[src/rtl/fx_div_pkg.sv]
// Shared types and constants for the fixed-point divider (fx_divider, fx_div_ucore).
package fx_div_pkg;

   typedef enum logic [1:0] {
      ST_IDLE = 2'd0,
      ST_CALC = 2'd1,
      ST_FIX  = 2'd2,
      ST_DONE = 2'd3
   } fx_div_state_e;

   // Largest / smallest signed value of a w-bit two's complement word.
   function automatic logic signed [63:0] fx_max_q(input int w);
      return (64'sd1 <<< (w - 1)) - 64'sd1;
   endfunction

   function automatic logic signed [63:0] fx_min_q(input int w);
      return -(64'sd1 <<< (w - 1));
   endfunction

endpackage

[src/rtl/fx_div_ucore.sv]
// Unsigned restoring divider core: one quotient bit per step over the
// (D_W+FRAC_W)-bit numerator |dividend|<<FRAC_W, divided by |divisor|.
module fx_div_ucore #(
   parameter int D_W    = 16,
   parameter int FRAC_W = 13
) (
   input  logic                  clk,
   input  logic                  rst,
   input  logic                  load_i,
   input  logic                  step_i,
   input  logic [D_W-1:0]        dvd_mag_i,
   input  logic [D_W-1:0]        dvs_mag_i,
   output logic                  last_o,
   output logic [D_W+FRAC_W-1:0] quot_o
);
   localparam int NUM_W = D_W + FRAC_W;
   localparam int CNT_W = $clog2(NUM_W + 1);

   logic [NUM_W-1:0] num_q, num_d;
   logic [D_W-1:0]   rem_q, rem_d;
   logic [D_W-1:0]   dvs_q, dvs_d;
   logic [CNT_W-1:0] cnt_q, cnt_d;
   logic [D_W:0]     trial;
   logic [D_W:0]     diff;
   logic             ge;

   // The numerator register shifts left each step and fills with quotient bits.
   always_comb begin
      trial = {rem_q, num_q[NUM_W-1]};
      diff  = trial - {1'b0, dvs_q};
      ge    = (trial >= {1'b0, dvs_q});
      num_d = num_q;
      rem_d = rem_q;
      dvs_d = dvs_q;
      cnt_d = cnt_q;
      if (load_i) begin
         num_d = NUM_W'(dvd_mag_i) << FRAC_W;
         rem_d = '0;
         dvs_d = dvs_mag_i;
         cnt_d = '0;
      end else if (step_i) begin
         num_d = {num_q[NUM_W-2:0], ge};
         rem_d = D_W'(ge ? diff : trial);
         cnt_d = cnt_q + CNT_W'(1);
      end
   end

   always_ff @(posedge clk or posedge rst) begin
      if (rst) begin
         num_q <= '0;
         rem_q <= '0;
         dvs_q <= '0;
         cnt_q <= '0;
      end else begin
         num_q <= num_d;
         rem_q <= rem_d;
         dvs_q <= dvs_d;
         cnt_q <= cnt_d;
      end
   end

   assign last_o = (cnt_q == CNT_W'(NUM_W - 1));
   assign quot_o = num_q;

endmodule

[src/rtl/fx_divider.sv]
// Signed fixed-point divider: handshake FSM, sign and range handling around fx_div_ucore.
// Define FX_DIV_SATURATE_EN to clamp overflowed quotients instead of wrapping them.
module fx_divider
   import fx_div_pkg::*;
#(
   parameter int D_W    = 16,
   parameter int FRAC_W = 13
) (
   input  logic           I_CLK,
   input  logic           I_RST,
   input  logic           I_IN_VLD,
   output logic           O_IN_RDY,
   input  logic [D_W-1:0] I_DIVIDEND,
   input  logic [D_W-1:0] I_DIVISOR,
   output logic           O_OUT_VLD,
   input  logic           I_OUT_RDY,
   output logic [D_W-1:0] O_QUOTIENT,
   output logic           O_DIV_ZERO,
   output logic           O_OVERFLOW
);
   localparam int NUM_W = D_W + FRAC_W;

   localparam logic [D_W-1:0]   MAX_Q   = D_W'(fx_max_q(D_W));
   localparam logic [D_W-1:0]   MIN_Q   = D_W'(fx_min_q(D_W));
   localparam logic [NUM_W-1:0] POS_LIM = NUM_W'(fx_max_q(D_W));
   localparam logic [NUM_W-1:0] NEG_LIM = NUM_W'(-fx_min_q(D_W));

   fx_div_state_e    state_q, state_d;
   logic             neg_q, neg_d;
   logic [D_W-1:0]   quot_q, quot_d;
   logic             dz_q, dz_d;
   logic             ovf_q, ovf_d;

   logic             accept;
   logic             dvs_zero;
   logic [D_W-1:0]   dvd_mag;
   logic [D_W-1:0]   dvs_mag;
   logic             core_last;
   logic [NUM_W-1:0] q_mag;
   logic             q_neg;
   logic [D_W-2:0]   mag_lo;
   logic [D_W-2:0]   res_lo;
   logic             fix_ovf;
   logic [D_W-1:0]   fix_quot;

   assign accept   = I_IN_VLD && (state_q == ST_IDLE);
   assign dvs_zero = (I_DIVISOR == '0);
   assign dvd_mag  = I_DIVIDEND[D_W-1] ? (~I_DIVIDEND + D_W'(1)) : I_DIVIDEND;
   assign dvs_mag  = I_DIVISOR[D_W-1]  ? (~I_DIVISOR + D_W'(1))  : I_DIVISOR;

   fx_div_ucore #(
      .D_W    (D_W),
      .FRAC_W (FRAC_W)
   ) u_core (
      .clk       (I_CLK),
      .rst       (I_RST),
      .load_i    (accept && !dvs_zero),
      .step_i    (state_q == ST_CALC),
      .dvd_mag_i (dvd_mag),
      .dvs_mag_i (dvs_mag),
      .last_o    (core_last),
      .quot_o    (q_mag)
   );

   // A zero magnitude is never negative; the low bits of Qfull only need the
   // low bits of the magnitude, the sign bit comes from q_neg.
   always_comb begin
      q_neg   = neg_q && (q_mag != '0);
      mag_lo  = q_mag[D_W-2:0];
      res_lo  = q_neg ? (~mag_lo + (D_W-1)'(1)) : mag_lo;
      fix_ovf = q_neg ? (q_mag > NEG_LIM) : (q_mag > POS_LIM);
`ifdef FX_DIV_SATURATE_EN
      fix_quot = fix_ovf ? (q_neg ? MIN_Q : MAX_Q) : {q_neg, res_lo};
`else
      fix_quot = {q_neg, res_lo};
`endif
   end

   // NOTE: every next-state signal gets its default first, so no path through
   // the case leaves one unassigned and no latch is inferred.
   always_comb begin
      state_d = state_q;
      neg_d   = neg_q;
      quot_d  = quot_q;
      dz_d    = dz_q;
      ovf_d   = ovf_q;
      case (state_q)
         ST_IDLE: begin
            if (I_IN_VLD) begin
               neg_d = I_DIVIDEND[D_W-1] ^ I_DIVISOR[D_W-1];
               ovf_d = 1'b0;
               if (dvs_zero) begin
                  state_d = ST_DONE;
                  dz_d    = 1'b1;
                  quot_d  = I_DIVIDEND[D_W-1] ? MIN_Q : MAX_Q;
               end else begin
                  state_d = ST_CALC;
                  dz_d    = 1'b0;
               end
            end
         end
         ST_CALC: begin
            if (core_last) state_d = ST_FIX;
         end
         ST_FIX: begin
            state_d = ST_DONE;
            quot_d  = fix_quot;
            ovf_d   = fix_ovf;
         end
         ST_DONE: begin
            if (I_OUT_RDY) state_d = ST_IDLE;
         end
         default: state_d = ST_IDLE;
      endcase
   end

   // NOTE: state registers use non-blocking assignments so every flop samples
   // the pre-edge values; the datapath registers are cleared on reset as well.
   always_ff @(posedge I_CLK or posedge I_RST) begin
      if (I_RST) begin
         state_q <= ST_IDLE;
         neg_q   <= 1'b0;
         quot_q  <= '0;
         dz_q    <= 1'b0;
         ovf_q   <= 1'b0;
      end else begin
         state_q <= state_d;
         neg_q   <= neg_d;
         quot_q  <= quot_d;
         dz_q    <= dz_d;
         ovf_q   <= ovf_d;
      end
   end

   assign O_IN_RDY   = (state_q == ST_IDLE);
   assign O_OUT_VLD  = (state_q == ST_DONE);
   assign O_QUOTIENT = quot_q;
   assign O_DIV_ZERO = dz_q;
   assign O_OVERFLOW = ovf_q;

endmodule

[config.mk]
export PLATFORM = sky130hd
export DESIGN_NAME = fx_divider
export DESIGN_NICKNAME = d
export VERILOG_FILES = /design/src/rtl/fx_div_pkg.sv /design/src/rtl/fx_div_ucore.sv /design/src/rtl/fx_divider.sv
export SDC_FILE = /design/constraint.sdc
export NUM_CORES = 1
export LEC_CHECK = 0
export BUFFER_PORTS_ARGS = -buffer_cell sky130_fd_sc_hd__buf_2
export CAP_MARGIN = 20
export CORE_ASPECT_RATIO = 0.9
export CORE_MARGIN = 1
export CORE_UTILIZATION = 50
export CTS_CLUSTER_DIAMETER = 60
export DETAILED_ROUTE_END_ITERATION = 16
export GPL_ROUTABILITY_DRIVEN = 0
export PLACE_DENSITY = 0.71
export SLEW_MARGIN = 30
export SYNTH_ARGS = -nofsm -noshare
export SYNTH_HDL_FRONTEND = slang
export SYNTH_HIERARCHICAL = 1
export SYNTH_SLANG_ARGS = --single-unit
[constraint.sdc]
create_clock -name I_CLK -period 3.2 [get_ports I_CLK]
set_clock_uncertainty 0.15 [all_clocks]
set_input_delay 0.64 -clock I_CLK [delete_from_list [all_inputs] [get_ports I_CLK]]
set_output_delay 0.64 -clock I_CLK [all_outputs]
set_load 0.1 [all_outputs]
==> results.md, run 1 <==
- Share of layout cells above drive strength 1: 16.2%
- Antenna violations before repair: 0
- Worst path cell trace: ha_1, nand4_1, o41ai_1, a21oi_1, a22o_4, or3_1, a311oi_1
- Antenna Violating Nets Remaining: 0
- CP Data Arrival Time: 3.07 ns
- Maximum clock insertion buffer count: 2
- Starting density of the core: 51.2%
- Cts bufs inserted: 9
- Number of enable flip-flop cells after synthesis: 0
- Area Overhead vs Synth: 12.9%
- Nets: 755
- Antenna diodes: 0
- Hpwl dp: 9760 um
- Yosys cell types: 68
- Slew @ Worst Pin: 0.808 ns
- WL met1: 6210 um
- DR WL met3: 560 um
- Commonest non-fill, non-tap cell in the layout: dfrtp_1
- Internal power: 3.95 mW
- Startpoint types: flop
- Pre-CTS setup slack: 0.264 ns
- Hold_ws: 0.242 ns
- Die area: 12,100 um2
- DR vias/cell: 5.71
- #FFs+latches synth: 87
- First-pass GRT wire length: 22,100 um
- Gate Count Post-Synth: 644
- Sw Ratio: 49.5%
- Largest stage delay on the critical path: 0.53 ns
- Status: complete, no violations
- Logic pwr share: 62.5%
- FF-to-FF path depth: 7
- Top FF cell, synth: dfrtp_1
- Worst VDD drop: 0.528 mV
- Slew HR: 46.0%
- Final Hold Vio Count: 0
- Die W: 116 um
- Leakage: 2.88 nW
- Element type at the critical path end: flop
- CP max FO: 18
- Top routing layer in use: met4
- Post-CTS Hold Buffers: 0
- PD cells: 1190 nW/um2
- Fin. max-slew vios: 0
- RSZ-0062 raised after global routing: no
- Setup Buffers After CTS: 0
- Post-route cell area: 6590 um2
- FF-to-FF setup slack: 0.23 ns
- GRT Residual Overflow: 0
- FP Rows: 37
- Clock root cell: clkbuf_16
- Fillers: 1,032
- Largest net degree at the start of global routing: 42
- Mapped Nets: 707
- DR vias: 4,870
- Pre-Repair DR Iteration Count: 5
- Flop pwr share: 23.8%
- Critical path required time: 3.30 ns
- CP Class: flop to flop
- IO Port Bufs: 55
- Yosys warning total: 6
- Post-Syn Area: 5840 um2
- Setup-failing EPs final: 0
- Placement Cell Area: 6290 um2
- Total negative slack: 0 ns
- Register area share after synthesis: 37.3%
- Clk sinks: 87
- Psw: 3.88 mW
- Clock Latency Late Sink: 0.35 ns
- Die Span Y: 104 um
- Wire per inst: 15.1 um
- I/O pin count: 56
- Fmax achieved: 0.337 GHz
- CTS clock-pin slew for the worst setup and hold paths: 0.07 ns
- WL met2: 5910 um
- DRT iter0 DRCs: 326
- Post-layout util: 57.9%
- Worst setup margin: 0.233 ns
- CP max-delay cell: o41ai_1
- Clk pwr share: 13.7%
- Most frequent cells in the layout: 87 x dfrtp_1, 69 x nand2_1, 58 x o21ai_0
- Period utilisation layout: 92.7%
- Overall routed net length: 12,900 um
- Reg2reg start: u_core/rem_q[4]$_DFFE_PP0P_
- Min-delay worst type: input pin to async pin
- TritonCTS clock tree: yes
- Reg-to-Reg End: u_core/rem_q[4]$_DFFE_PP0P_
- Synth Area per Inst: 9.06 um2
- H-tree depth: 3
- Min Clock Period, post-route: 2.97 ns
- Total track usage: 23.1%
- Post-cts resize count: 0
- Vias in the first global route: 4,707
- FFs w/ async S/R, synth: 100%
- Max Cap Viol: 0
- CORE AREA: 11,400 um2
- DRC: 0
## power by group through the flow
| stage | logic (mW) | clock network (mW) | registers [mW] |
|---|---|---|---|
| after floorplan | 3.28 | 0 | 2.60 |
| after global placement | 4.74 | 0 | 1.85 |
| after detailed placement | 4.87 | 0 | 1.88 |
| after CTS | 4.90 | 1.10 | 1.86 |
| after global routing | 5.33 | 1.14 | 1.92 |
| final | 4.89 | 1.08 | 1.86 |
## state kept, by name, summed over array words and instances (netlist names)
signal / flops
state_q: 2
u_core/quot_o: 29
u_core/rem_q: 16
u_core/dvs_q: 16
O_DIV_ZERO: 1
neg_q: 1
u_core/cnt_q: 5
O_QUOTIENT: 16
O_OVERFLOW: 1
## cell usage after synthesis, drive strengths merged, types with 4 or more instances
| master | instances | share of area [%] |
|---|---|---|
| nor3b | 5 | 0.64 |
| and3 | 4 | 0.45 |
| or3 | 15 | 1.7 |
| or4 | 7 | 1.0 |
| nand2 | 69 | 4.4 |
| nor4 | 10 | 1.1 |
| nor3 | 11 | 0.94 |
| buf | 10 | 1.4 |
| ha | 26 | 5.6 |
| nor2 | 56 | 3.6 |
| nand3 | 4 | 0.34 |
| mux2 | 7 | 1.4 |
| a211oi | 14 | 2.0 |
| xor2 | 9 | 1.4 |
| dfrtp | 87 | 37 |
| a311oi | 7 | 1.1 |
| inv | 38 | 2.4 |
| xnor2 | 37 | 5.6 |
| mux2i | 41 | 7.0 |
| nand4 | 9 | 0.96 |
| nand2b | 8 | 0.86 |
| a21oi | 15 | 1.5 |
| clkbuf | 21 | 1.4 |
| o21a | 8 | 1.0 |
| o41ai | 8 | 1.2 |
| a21o | 5 | 0.64 |
| o21ai | 59 | 5.1 |
| o31ai | 9 | 1.4 |
## how the worst max path moves through the flow
stage | startpoint | end | cells after the start
6_report | u_core/rem_q[4]$_DFFE_PP0P_ | u_core/rem_q[4]$_DFFE_PP0P_ | 7
5_1_grt | u_core/quot_o[0]$_DFFE_PP0P_ | O_QUOTIENT[9]$_DFFE_PP0P_ | 7
4_1_cts | u_core/quot_o[0]$_DFFE_PP0P_ | O_QUOTIENT[9]$_DFFE_PP0P_ | 7
3_5_place_dp | u_core/quot_o[0]$_DFFE_PP0P_ | O_QUOTIENT[4]$_DFFE_PP0P_ | 7
3_3_place_gp | u_core/quot_o[0]$_DFFE_PP0P_ | O_QUOTIENT[4]$_DFFE_PP0P_ | 7
2_1_floorplan | state_q[0]$_DFFE_PP0P_ | O_QUOTIENT[8]$_DFFE_PP0P_ | 9
## final cells by class
| cell class | instances | area (um2) | area share [%] |
|---|---|---|---|
| multi-input cells | 488 | 3360 | 51.0 |
| flip-flops and latches | 87 | 2180 | 33.0 |
| repair buffers | 68 | 410 | 6.23 |
| clock buffers | 9 | 225 | 3.42 |
| well taps | 156 | 195 | 2.96 |
| inverters | 38 | 143 | 2.16 |
| clock inverters | 7 | 77.6 | 1.18 |
## layer usage
metal / vias up / track usage (%)
met5: - / 0
met4: 0 / 8.06
met3: 20 / 5.13
met2: 111 / 34.9
met1: 2322 / 32.5
li1: 2417 / -
## worst max-delay path: cells and delay by family, from the launching register on
kind | cells | cell delay (ns)
AND/OR/NAND/NOR | 2 | 0.60
AO/OA/AOI/OAI | 4 | 1.29
flip-flops | 1 | 0.42
adder cells (fa/ha/maj) | 1 | 0.41
## cells by family (layout without fill, tap and decap cells)
kind of cell             count (synthesis)  after routing  share of synthesized area, %
flip-flops                              87             87                          37.3
AND/OR/NAND/NOR                        217            217                          18.7
adder cells (fa/ha/maj)                 27             27                          5.92
buffers and inverters                   69            122                          5.15
multiplexers                            48             48                          8.38
AO/OA/AOI/OAI                          150            150                          17.7
XOR/XNOR                                46             46                          6.90
## metrics by stage
step,cells,power [mW]
2_1_floorplan,644,5.88
3_5_place_dp,837,6.74
5_1_grt,853,8.39
6_report,853,7.83
4_1_cts,853,7.86
3_3_place_gp,837,6.59
Note: power is estimated with default switching activity, not from simulation.
==> run 2: changes to the inputs <==
Settings changed: CORE_MARGIN 1 to 2.
==> run 2 against run 1 <==
  * Worst hold slack got worse by 0.066 ns
  * Fmax rose by 0.83%
  * Core utilization down 0.19 points
  * First-iteration DRC count is 4.9% lower
  * Via count grew 0.84%
  * Cell area shrank 0.32%
  * Power decreased by 0.99%
  * Setup slack better by 0.024 ns
  * Clock power is 9.8% lower
  * Combinational power grew 0.8%
  * Flip-flop and latch count is the same
  * Count of clock-buffer cells in the layout up 1
  * Critical path type unchanged
  * Largest power group unchanged
==> results.md, run 2 (synthesis results as in run 1) <==
- Status: complete, no violations
- Die Span Y: 106 um (+1.9%)
- Top Family by Delay on Critical Path: compound AO/OA/AOI/OAI gates
- Startpoint types: flop
- Flop pwr share: 23.9% (about the same)
- DRT iter0 DRCs: 310 (-4.9%)
- Overall routed net length: 13,300 um (+3.2%)
- Wire per inst: 15.6 um (+3.0%)
- Antenna diodes: 0 (unchanged)
- Post-layout util: 57.7% (-0.19 points)
- Die W: 118 um (+1.7%)
- Starting density of the core: 51.2% (unchanged)
- FF-to-FF path depth: 8 (+1)
- Vias in the first global route: 4,764 (+1.2%)
- Clock root cell: clkbuf_16
- Max FFs per register: 29 (unchanged)
- Clk sinks: 87 (unchanged)
- Fmax achieved: 0.340 GHz (+0.83%)
- Pre-Repair DR Iteration Count: 5 (unchanged)
- Largest stage delay on the critical path: 0.40 ns (-0.13 ns)
- Die area: 12,600 um2 (+3.7%)
- GRT Residual Overflow: 0 (unchanged)
- CTS clock-pin slew for the worst setup and hold paths: 0.07 ns (about the same)
- Fin. max-slew vios: 0 (unchanged)
- Largest net degree at the start of global routing: 70 (+67%)
- TritonCTS clock tree: yes
- Fillers: 1,035 (+0.29%)
- Setup-failing EPs final: 0 (unchanged)
- H-tree depth: 3 (unchanged)
- Commonest non-fill, non-tap cell in the layout: dfrtp_1
- Internal power: 3.84 mW (-2.9%)
- Cts bufs inserted: 9 (unchanged)
- Slew @ Worst Pin: 0.830 ns (+0.0211 ns)
- PD cells: 1180 nW/um2 (-0.67%)
- Psw: 3.91 mW (+0.91%)
- FP Rows: 37 (unchanged)
- Total track usage: 21.9% (-1.3 points)
- Logic pwr share: 63.6% (+1.1 points)
- WL met1: 6420 um (+3.4%)
- Antenna violations before repair: 0 (unchanged)
- Antenna Violating Nets Remaining: 0 (unchanged)
- Sw Ratio: 50.5% (+0.95 points)
- CP max-delay cell: dfrtp_1
- IO Port Bufs: 55 (unchanged)
- CP Class: flop to flop
- Reg2reg start: u_core/rem_q[5]$_DFFE_PP0P_
- Hold_ws: 0.176 ns (-0.0662 ns)
- Worst VDD drop: 0.478 mV (-9.4%)
- Worst setup margin: 0.257 ns (+0.0245 ns)
- Maximum clock insertion buffer count: 2 (unchanged)
- Top routing layer in use: met4
- Critical path required time: 3.30 ns (about the same)
- Min Clock Period, post-route: 2.94 ns (-0.0245 ns)
- Element type at the critical path end: flop
- Min-delay worst type: input pin to async pin
- Most frequent cells in the layout: 87 x dfrtp_1, 69 x nand2_1, 58 x o21ai_0
- DR WL met3: 541 um (-3.4%)
- Share of layout cells above drive strength 1: 16.2% (-0.023 points)
- WP buf/inv: 0 (unchanged)
- Post-CTS Hold Buffers: 0 (unchanged)
- Power Total: 7.75 mW (-0.99%)
- Clock Latency Late Sink: 0.35 ns (about the same)
- Total negative slack: 0 ns (unchanged)
- First-pass GRT wire length: 22,300 um (+1.2%)
- DR vias/cell: 5.75 (+0.72%)
- Slew HR: 44.6% (-1.4 points)
- Clk pwr share: 12.6% (-1.1 points)
- CORE AREA: 11,400 um2 (unchanged)
- RSZ-0062 raised after global routing: no
- Nets: 756 (+0.13%)
- WL met2: 6100 um (+3.2%)
- FF-to-FF setup slack: 0.26 ns (+0.02 ns)
- Setup Buffers After CTS: 0 (unchanged)
- Leakage: 2.87 nW (-0.52%)
- Period utilisation layout: 92.0% (-0.77 points)
- Area Overhead vs Synth: 12.6%
- DRC: 0 (unchanged)
- Pre-CTS setup slack: 0.256 ns (-0.00776 ns)
- I/O pin count: 56 (unchanged)
- CP max FO: 24 (+6)
- Reg-to-Reg End: u_core/rem_q[0]$_DFFE_PP0P_
- Max Cap Viol: 0 (unchanged)
- CP Data Arrival Time: 3.05 ns (-0.02 ns)
- Final Hold Vio Count: 0 (unchanged)
- DR vias: 4,911 (+0.84%)
- Worst path cell trace: ha_1, a211o_1, a21oi_4, nor2_2, a211oi_4, a22o_4, mux2_2, a211oi_1
- Hpwl dp: 9860 um (+0.97%)
- Post-cts resize count: 0 (unchanged)
==> run 2: worst max path at each step <==
stage / start / to / slack (ns) / depth (start not counted)
final: u_core/rem_q[5]$_DFFE_PP0P_ / u_core/rem_q[0]$_DFFE_PP0P_ / 0.26 / 8
after global routing: u_core/rem_q[5]$_DFFE_PP0P_ / u_core/rem_q[4]$_DFFE_PP0P_ / 0.13 / 7
after CTS: u_core/rem_q[5]$_DFFE_PP0P_ / u_core/rem_q[0]$_DFFE_PP0P_ / 0.27 / 8
after detailed placement: I_DIVISOR[6] / u_core/rem_q[12]$_DFFE_PP0P_ / 0.26 / 7
after global placement: I_DIVISOR[6] / O_QUOTIENT[5]$_DFFE_PP0P_ / 0.33 / 7
after floorplan: state_q[0]$_DFFE_PP0P_ / O_QUOTIENT[8]$_DFFE_PP0P_ / 0.20 / 9
==> run 2: power groups by stage <==
stage               combinational (mW)  sequential (mW)  clock (mW)
finish                            4.93             1.85       0.974
global route                      5.32             1.91        1.03
CTS                               4.90             1.85       0.985
detailed placement                4.87             1.86           0
global placement                  4.73             1.84           0
floorplan                         3.28             2.60           0
==> run 2: cell type report <==
type                    count  area [um2]  share of cell area, %
clock inverters             6        45.0                  0.686
clock buffers              10         229                   3.49
inverters                  38         143                   2.17
multi-input cells         488        3360                   51.2
well taps                 156         195                   2.97
flip-flops and latches     87        2180                   33.1
repair buffers             69         418                   6.36
==> run 2: metal layers <==
layer  vias to the layer above  track usage (%)
met5                         -                0
met4                         0             7.57
met3                        25             3.49
met2                       118             35.9
met1                      2363             29.5
li1                       2405                -
==> run 2: worst reg2reg max path: cells and delay by family, from the launching register on <==
family | cells | cell delay (ns)
muxes | 1 | 0.38
AOI/OAI and AO/OA | 5 | 1.45
DFF | 1 | 0.40
and+or+nand+nor | 1 | 0.07
adders and majority gates | 1 | 0.40
==> run 2: metrics by stage <==
| step | instance area, um2 | cells |
|---|---|---|
| global placement | 6290 | 838 |
| detailed placement | 6290 | 838 |
| finish | 6570 | 854 |
| floorplan | 5840 | 644 |
| global route | 6570 | 854 |
| CTS | 6570 | 854 |
